File: config.mk
export PLATFORM = sky130hd
export DESIGN_NAME = counter_mod_updn
export DESIGN_NICKNAME = d
export VERILOG_FILES = /design/src/rtl/counter_mod_updn.sv
export SDC_FILE = /design/constraint.sdc
export NUM_CORES = 1
export LEC_CHECK = 0
export ABC_CLOCK_PERIOD_IN_PS = 1500
export CAP_MARGIN = 10
export CORE_AREA = 2 2 39 41
export DETAILED_ROUTE_END_ITERATION = 16
export DIE_AREA = 0 0 41 43
export GPL_TIMING_DRIVEN = 0
export PLACE_DENSITY = 0.68
export SETUP_SLACK_MARGIN = 0.2
export SLEW_MARGIN = 20
export SYNTH_ARGS = -nofsm -noshare
export SYNTH_HDL_FRONTEND = slang
export SYNTH_SLANG_ARGS = --single-unit
File: constraint.sdc
create_clock -name clk -period 1.5 [get_ports clk]
set_input_delay 0.15 -clock clk [delete_from_list [all_inputs] [get_ports clk]]
set_output_delay 0.15 -clock clk [all_outputs]
set_load 0.01 [all_outputs]
File: src/rtl/counter_mod_updn.sv
// ----------------------------------------------------------------------------
// counter_mod_updn
//   Modulo-MODULO up/down counter with enable, synchronous clear, clamped
//   parallel load, wrap or saturate at the ends, and a combinational
//   terminal-count strobe so that instances can be cascaded (tc -> next en,
//   up_dn shared) to form the seconds/minutes/hours fields of a clock.
//
// Parameters
//   WIDTH    count width in bits (2**WIDTH >= MODULO)
//   MODULO   number of states, count ranges 0..MODULO-1 (MODULO >= 2)
//   SATURATE 0 = wrap at the ends, 1 = hold at the ends
//
// Ports
//   clk         rising-edge clock
//   reset       asynchronous active-high reset
//   en          count enable, one step per clock while high
//   up_dn       1 = increment, 0 = decrement
//   clear       synchronous clear to 0 (highest priority)
//   load        synchronous parallel load (clamped to MODULO-1)
//   load_value  value loaded when load is high
//   count       registered count
//   tc          terminal-count strobe (combinational)
//   at_max      registered flag, count == MODULO-1
//   at_min      registered flag, count == 0
// ----------------------------------------------------------------------------
module counter_mod_updn #(
  parameter int WIDTH    = 4,
  parameter int MODULO   = 8,
  parameter int SATURATE = 0
) (
  input  logic             clk,
  input  logic             reset,
  input  logic             en,
  input  logic             up_dn,
  input  logic             clear,
  input  logic             load,
  input  logic [WIDTH-1:0] load_value,
  output logic [WIDTH-1:0] count,
  output logic             tc,
  output logic             at_max,
  output logic             at_min
);

  localparam logic [WIDTH-1:0] MAX_VAL = WIDTH'(MODULO - 1);
  localparam bit               SAT     = (SATURATE != 0);

  logic [WIDTH-1:0] count_q, count_d;
  logic             at_max_q, at_max_d;
  logic             at_min_q, at_min_d;

  // Next count: clear > load > en > hold.
  always_comb begin
    count_d = count_q;
    if (clear) begin
      count_d = '0;
    end else if (load) begin
      count_d = (load_value > MAX_VAL) ? MAX_VAL : load_value;
    end else if (en) begin
      if (up_dn) begin
        if (at_max_q) count_d = SAT ? MAX_VAL : '0;
        else          count_d = count_q + WIDTH'(1);
      end else begin
        if (at_min_q) count_d = SAT ? '0 : MAX_VAL;
        else          count_d = count_q - WIDTH'(1);
      end
    end
  end

  // Flags are derived from the next count so they register in step with it.
  always_comb begin
    at_max_d = (count_d == MAX_VAL);
    at_min_d = (count_d == '0);
  end

  always_ff @(posedge clk or posedge reset) begin
    if (reset) begin
      count_q  <= '0;
      at_max_q <= 1'b0;
      at_min_q <= 1'b1;
    end else begin
      count_q  <= count_d;
      at_max_q <= at_max_d;
      at_min_q <= at_min_d;
    end
  end

  // Strobe also fires in saturate mode so a downstream stage sees the boundary.
  always_comb begin
    tc = en & ~clear & ~load & ((up_dn & at_max_q) | (~up_dn & at_min_q));
  end

  assign count  = count_q;
  assign at_max = at_max_q;
  assign at_min = at_min_q;

endmodule
==> results of run 1 <==
==> where the power goes <==
| group | switching (W) | internal [W] |
|---|---|---|
| clock | 0.0000545 | 0.000101 |
| combinational | 0.0000816 | 0.0000979 |
| sequential | 0.0000231 | 0.000180 |
| total | 0.000159 | 0.000378 |
==> how the worst min path moves through the flow <==
stage	depth (start not counted)	startpoint	endpoint	slack, ps
5_1_grt	2	reset	count[3]	150
3_5_place_dp	2	reset	count[2]	370
4_1_cts	2	reset	count[3]	120
6_report	2	reset	count[3]	110
2_1_floorplan	1	reset	at_max	-60
3_3_place_gp	2	reset	count[2]	370
==> cell type report <==
class / count / area (sq um)
plain buffers: 1 / 7.51
clock buffers: 4 / 26.3
fillers: 142 / 619
inverters: 4 / 15.0
multi-input cells: 40 / 360
flip-flops and latches: 6 / 155
well taps: 16 / 20.0
repair buffers: 20 / 180
==> flip-flops by register name (all words and copies together), names as in the netlist <==
register / count
at_max: 1
at_min: 1
count: 4
==> layout by cell type, fill, tap and decap left out <==
cell	n
a2111oi_4	1
a211o_1	1
a21oi_1	1
a21oi_2	1
a31oi_2	1
and3_1	2
and3b_1	1
and4b_1	2
buf_2	1
buf_4	5
clkbuf_1	1
clkbuf_4	3
clkdlybuf4s50_1	8
dfrtp_1	2
dfrtp_2	3
dfstp_2	1
dlygate4sd2_1	6
dlymetal6s2s_1	1
ha_1	1
ha_4	1
inv_1	2
inv_2	2
mux2i_1	1
nand2_1	2
nand2_2	1
nand2b_1	1
nand2b_4	1
nand3_1	1
nor2_1	4
nor3_2	1
nor3_4	1
nor3b_1	4
nor3b_2	1
nor4_2	2
o21ai_0	1
o21ai_1	2
o31a_1	2
o31a_2	2
o32ai_1	1
==> logic make-up (layout without fill, tap and decap cells) <==
group	count (synthesis)	in the layout	synth area share
simple gates	24	24	0.335
compound gates	13	13	0.219
flops	6	6	0.327
buf+inv	5	29	0.0432
fa+ha+maj	2	2	0.0540
mux	1	1	0.0216
==> repair_timing <==
| action | 4_1_cts | 5_1_grt |
|---|---|---|
| endpoints found under the hold margin | 0 | 0 |
| setup buffers | 4 | 0 |
| pin swaps | 5 | 0 |
| setup endpoints to repair | 11 | 7 |
| resized for setup | 18 | 5 |
==> per-layer routing <==
metal	vias to the layer above	wire length [um]	part of all wire	track usage
met3	4	80	0.062	0.0157
li1	241	-	-	-
met1	219	509	0.40	0.199
met4	0	27	0.021	0.100
met2	16	667	0.52	0.300
met5	-	0	0	0
==> through the flow <==
| step | worst slack (ps) | area [sq um] | std cells | TNS (ps) | util |
|---|---|---|---|---|---|
| global route | -130 | 764 | 91 | -238 | 0.552 |
| detailed placement | -312 | 658 | 83 | -1030 | 0.476 |
| finish | -33.7 | 764 | 91 | -44.2 | 0.552 |
| floorplan | -51.0 | 478 | 51 | -94.8 | - |
| CTS | -37.3 | 742 | 91 | -44.9 | 0.536 |
| global placement | -318 | 658 | 83 | -1040 | 0.476 |
==> cells in the mapped netlist (all sizes together), types with 2 or more instances <==
cell,count
inv,4
o31a,4
nor3,2
nand2,3
dfrtp,5
nor3b,5
nor4,2
and3,2
ha,2
a21oi,2
and4b,2
o21ai,3
nor2,4
nand2b,2
==> worst max-delay path, cell delays in order (launching register included) <==
cell	delay, ps
dfrtp_2	390
inv_2	60
ha_4	150
and4b_1	170
a211o_1	290
nor3_4	190
and4b_1	220
==> summary.md, run 1 <==
| Metric | Value |
|---|---|
| Status | `finished, violations left` |
| Failing checks | `negative setup slack` |
| Critical Path Fanout Max | `4` |
| Power density over cell area | `703 nW/um^2` |
| Slew HR | `0.765` |
| Vias in the first global route | `520` |
| Layout Skew | `5.02 ps` |
| Final period util | `1.02` |
| Syn Nets | `63` |
| Synth unique cells | `27` |
| Setup violations, final | `2` |
| Fraction of registers with async set/reset | `1.00` |
| Root Buffer | `clkbuf_4` |
| HPWL Detailed | `slightly below 900 um` |
| Vias/cell | `5.27` |
| Residual DRC | `0` |
| Total GRT Usage | `0.176` |
| Share of cells above drive strength 1 | `0.373` |
| Yosys reg bits | `6` |
| Routed Antenna Nets | `0` |
| Worst reg-to-reg path cell count | `6` |
| Initial antenna violation count | `0` |
| Fmax | `652 MHz` |
| Critical path class | `reg2reg` |
| Worst-margin pin slew | `351 ps` |
| First-pass DRT Iterations | `2` |
| Seq/Total Area, Yosys | `0.327` |
| Unrepaired setup endpoints after global routing | `true` |
| Die footprint | `1760 sq um` |
| DR iter-0 viols | `1` |
| Final Routed Wirelength | `1290 um` |
| Dominant cells by area after synthesis | `dfrtp_1 27%, nor3b_1 6.5%, dfstp_2 5.7%` |
| Fin. max-slew vios | `0` |
| GPL Wtd Cong | `0.723` |
| Final worst slack | `-33.7 ps` |
| Ant diodes | `0` |
| # IOs | `17` |
| Clk_lat worst skew | `240 ps` |
| Post-synth EDFFs | `0` |
| Nets | `just under 90` |
| DR WL/cell | `14.1 um` |
| Layout area overhead | `65.1%` |
| Largest net degree at the start of global routing | `11` |
| Rows | `14` |
| CP Capture Type | `register` |
| Setup crit start kind | `register` |
| Worst setup startpoint | `count[1]` |
| CTS H-tree depth | `1` |
| Synth Instances | `51` |
| Initial Util | `0.335` |
| Worst Setup EP | `at_max` |
| IO buf count | `16` |
| Post-synthesis instance area | `463 sq um` |
| Vias post-DR | `480` |
| HP Class | `in2async` |
| Gr ovfl total | `0` |
| Main flop type after synthesis | `dfrtp_1` |
| Hold Slack | `113 ps` |
| Power, Total | `0.000537 W` |
| Period minus WS final | `1530 ps` |
| Avg Inst Size Synth | `~9.1 sq um` |
| Leak Pwr | `between 0.3 and 0.4 nW` |
| Worst reg2reg path startpoint | `count[1]` |
| Total CTS buffers | `3` |
| Critical Path RT | `roughly 1700 ps` |
| Largest area contributor in the netlist | `dfrtp_1` |
| R2r setup slk | `-30 ps` |
| CTS Buffer Depth | `2` |
| Peak supply drop | `593 uV` |
| Clk sinks | `6` |
| CTS tree | `done` |
| Hold Buf Count CTS | `0` |
| Die W | `41 um` |
| Final Hold Vio Count | `0` |
| Synth top area share | `0.270` |
| First-pass GRT wire length | `2080 um` |
| Worst flop-to-flop path endpoint | `at_max` |
| Die span in y | `between 40 and 50 um` |
| Core footprint | `1380 sq um` |
| Count of warnings emitted by yosys | `0` |
| CTS clock-pin slew for the worst setup and hold paths | `~50 ps` |
| Max-cap viol count | `0` |
| Worst EP arrival | `1710 ps` |
(Power assumes the default switching activity.)
==> run 2, diff against run 1 <==
--- a/config.mk
+++ b/config.mk
@@ -10,7 +10,6 @@
 export CORE_AREA = 2 2 39 41
 export DETAILED_ROUTE_END_ITERATION = 16
 export DIE_AREA = 0 0 41 43
-export GPL_TIMING_DRIVEN = 0
 export PLACE_DENSITY = 0.68
 export SETUP_SLACK_MARGIN = 0.2
 export SLEW_MARGIN = 20
==> run 2 against run 1 <==
- the run still ends with negative setup slack left
- die area unchanged
- non-clock buffer count up 10
- sequential share of layout area down 1.6 points
==> summary.md, run 2 (same netlist as run 1, synthesis figures left out) <==
| Metric | Value |
|---|---|
| CTS Buffer Depth | `2` |
| Clk sinks | `6` |
| Net Switching | `between 0.00015 and 0.0002 W` |
| Flop pwr share | `0.353` |
| Residual DRC | `0` |
| Core footprint | `around 1400 sq um` |
| CTS tree | `done` |
| HPWL Detailed | `1100 um` |
| Power density over cell area | `just under 700 nW/um^2` |
| Die span in y | `between 40 and 50 um` |
| DR iter-0 viols | `6` |
| DR WL/cell | `15.0 um` |
| Setup violations, final | `2` |
| Hold Buf Count CTS | `0` |
| Fin. max-slew vios | `0` |
| GPL Wtd Cong | `around 0.76` |
| Critical Path Fanout Max | `3` |
| CTS clock-pin slew for the worst setup and hold paths | `roughly 50 ps` |
| CTS H-tree depth | `1` |
| IO buf count | `16` |
| Total CTS buffers | `3` |
| Die W | `41 um` |
| Final worst slack | `-71.0 ps` |
| Failing checks | `negative setup slack` |
| Final period util | `1.05` |
| Most common cell after layout, fill and taps aside | `buf_4` |
| Setup crit start kind | `register` |
| Critical path class | `reg2reg` |
| Worst-margin pin slew | `319 ps` |
| Clk network pwr share | `0.294` |
| Int Pwr | `0.000395 W` |
| Leak Pwr | `0.409 nW` |
| Critical Path RT | `1690 ps` |
| Clk_lat worst skew | `250 ps` |
| Vias post-DR | `544` |
| Root Buffer | `clkbuf_4` |
| Ant diodes | `0` |
| Largest net degree at the start of global routing | `9` |
| Total GRT Usage | `0.187` |
| Final Routed Wirelength | `around 1500 um` |
| HP Class | `in2async` |
| Max FFs per register | `4` |
| Unrepaired setup endpoints after global routing | `true` |
| Final Hold Vio Count | `0` |
| Vias/cell | `around 5.4` |
| Most frequent cells in the layout | `14 x buf_4, 7 x clkdlybuf4s50_1, 5 x dlygate4sd2_1` |
| Initial Util | `0.335` |
| Vias in the first global route | `503` |
| Slew HR | `0.788` |
| Die footprint | `~1800 sq um` |
| Nets | `between 90 and 100` |
| Power, Total | `0.000568 W` |
| Gr ovfl total | `0` |
| First-pass DRT Iterations | `4` |
| Peak supply drop | `approximately 610 uV` |
| # IOs | `17` |
| Max-cap viol count | `0` |
| Worst EP arrival | `1760 ps` |
| Gate power share | `0.353` |
| Fmax | `637 MHz` |
| Routed Antenna Nets | `0` |
| Share of cells above drive strength 1 | `0.424` |
| CP Capture Type | `register` |
| Layout area overhead | `80.5%` |
| Layout Skew | `around 8.8 ps` |
| Switching share of total power | `0.305` |
| Status | `finished, violations left` |
| Rows | `14` |
| First-pass GRT wire length | `2130 um` |
| Period minus WS final | `between 1500 and 2000 ps` |
| Initial antenna violation count | `0` |
| Place WS | `-182 ps` |
## run 2: final cells by class
cell class,instances,area (sq um)
Fill cell,141,548
Timing Repair Buffer,31,273
Sequential cell,6,156
Tap cell,16,20.0
Multi-Input combinational cell,40,345
Clock buffer,4,26.3
Inverter,4,15.0
## run 2: worst paths after layout
| kind | depth (start not counted) | slack [ps] | start | to |
|---|---|---|---|---|
| setup / recovery | 6 | -70 | count[1] | at_max |
| hold / removal | 2 | 100 | reset | count[3] |
| setup reg to reg | 6 | -70 | count[1] | at_max |
| hold reg to reg | 2 | 760 | count[2] | count[2] |
| max in group asynchronous | 2 | 1140 | reset | at_min |
| min in group clk | 4 | 530 | up_dn | count[2] |
## run 2: timing repair
item | in CTS | in global routing
setup buffers | 0 | 1
endpoints found under the hold margin | 0 | 0
setup endpoints to repair | 12 | 8
pin swaps | 6 | 5
cloned | 0 | 0
resized for setup | 14 | 8
## run 2: critical path: stages (launching register included)
cell     delay, ps
dfrtp_2        390
inv_2           60
ha_4           150
and4b_1        180
a211o_1        290
nor3_4         230
and4b_1        200
## run 2: power groups by stage
stage          logic [W]  clock network (W)  registers [W]
2_1_floorplan  0.0000733                  0       0.000205
3_3_place_gp    0.000189                  0       0.000200
3_5_place_dp    0.000191                  0       0.000200
4_1_cts         0.000190           0.000173       0.000198
5_1_grt         0.000217           0.000184       0.000203
6_report        0.000200           0.000167       0.000201
## run 2: per-stage QoR
stage          cell area, sq um  utilization  hold WS (ps)  cells  TNS (ps)
2_1_floorplan               478            -         -59.9     51     -94.8
4_1_cts                     790        0.571          95.7    100     -27.1
5_1_grt                     836        0.604           143    101      -250
6_report                    836        0.604           101    101      -123
3_3_place_gp                758        0.548           376     96      -658
3_5_place_dp                758        0.548           371     96      -725
## run 2: layer usage
layer / GRT usage / up-vias / share of wire
li1: - / 263 / -
met1: 0.207 / 255 / 0.38
met2: 0.294 / 22 / 0.52
met3: 0.0628 / 4 / 0.079
met4: 0.107 / 0 / 0.028
met5: 0 / - / 0
==> run 3, diff against run 2 <==
--- a/config.mk
+++ b/config.mk
@@ -6,10 +6,10 @@
 export NUM_CORES = 1
 export LEC_CHECK = 0
 export ABC_CLOCK_PERIOD_IN_PS = 1500
-export CAP_MARGIN = 10
 export CORE_AREA = 2 2 39 41
 export DETAILED_ROUTE_END_ITERATION = 16
 export DIE_AREA = 0 0 41 43
+export MAX_ROUTING_LAYER = met4
 export PLACE_DENSITY = 0.68
 export SETUP_SLACK_MARGIN = 0.2
 export SLEW_MARGIN = 20
==> results of run 3 <==
Same layout as run 2: the final DEF is identical, and so are final timing and power.
Among the figures that moved: final weighted congestion in routability-driven placement 0.765 -> 0.775; overall routing resource usage 0.187 -> 0.192
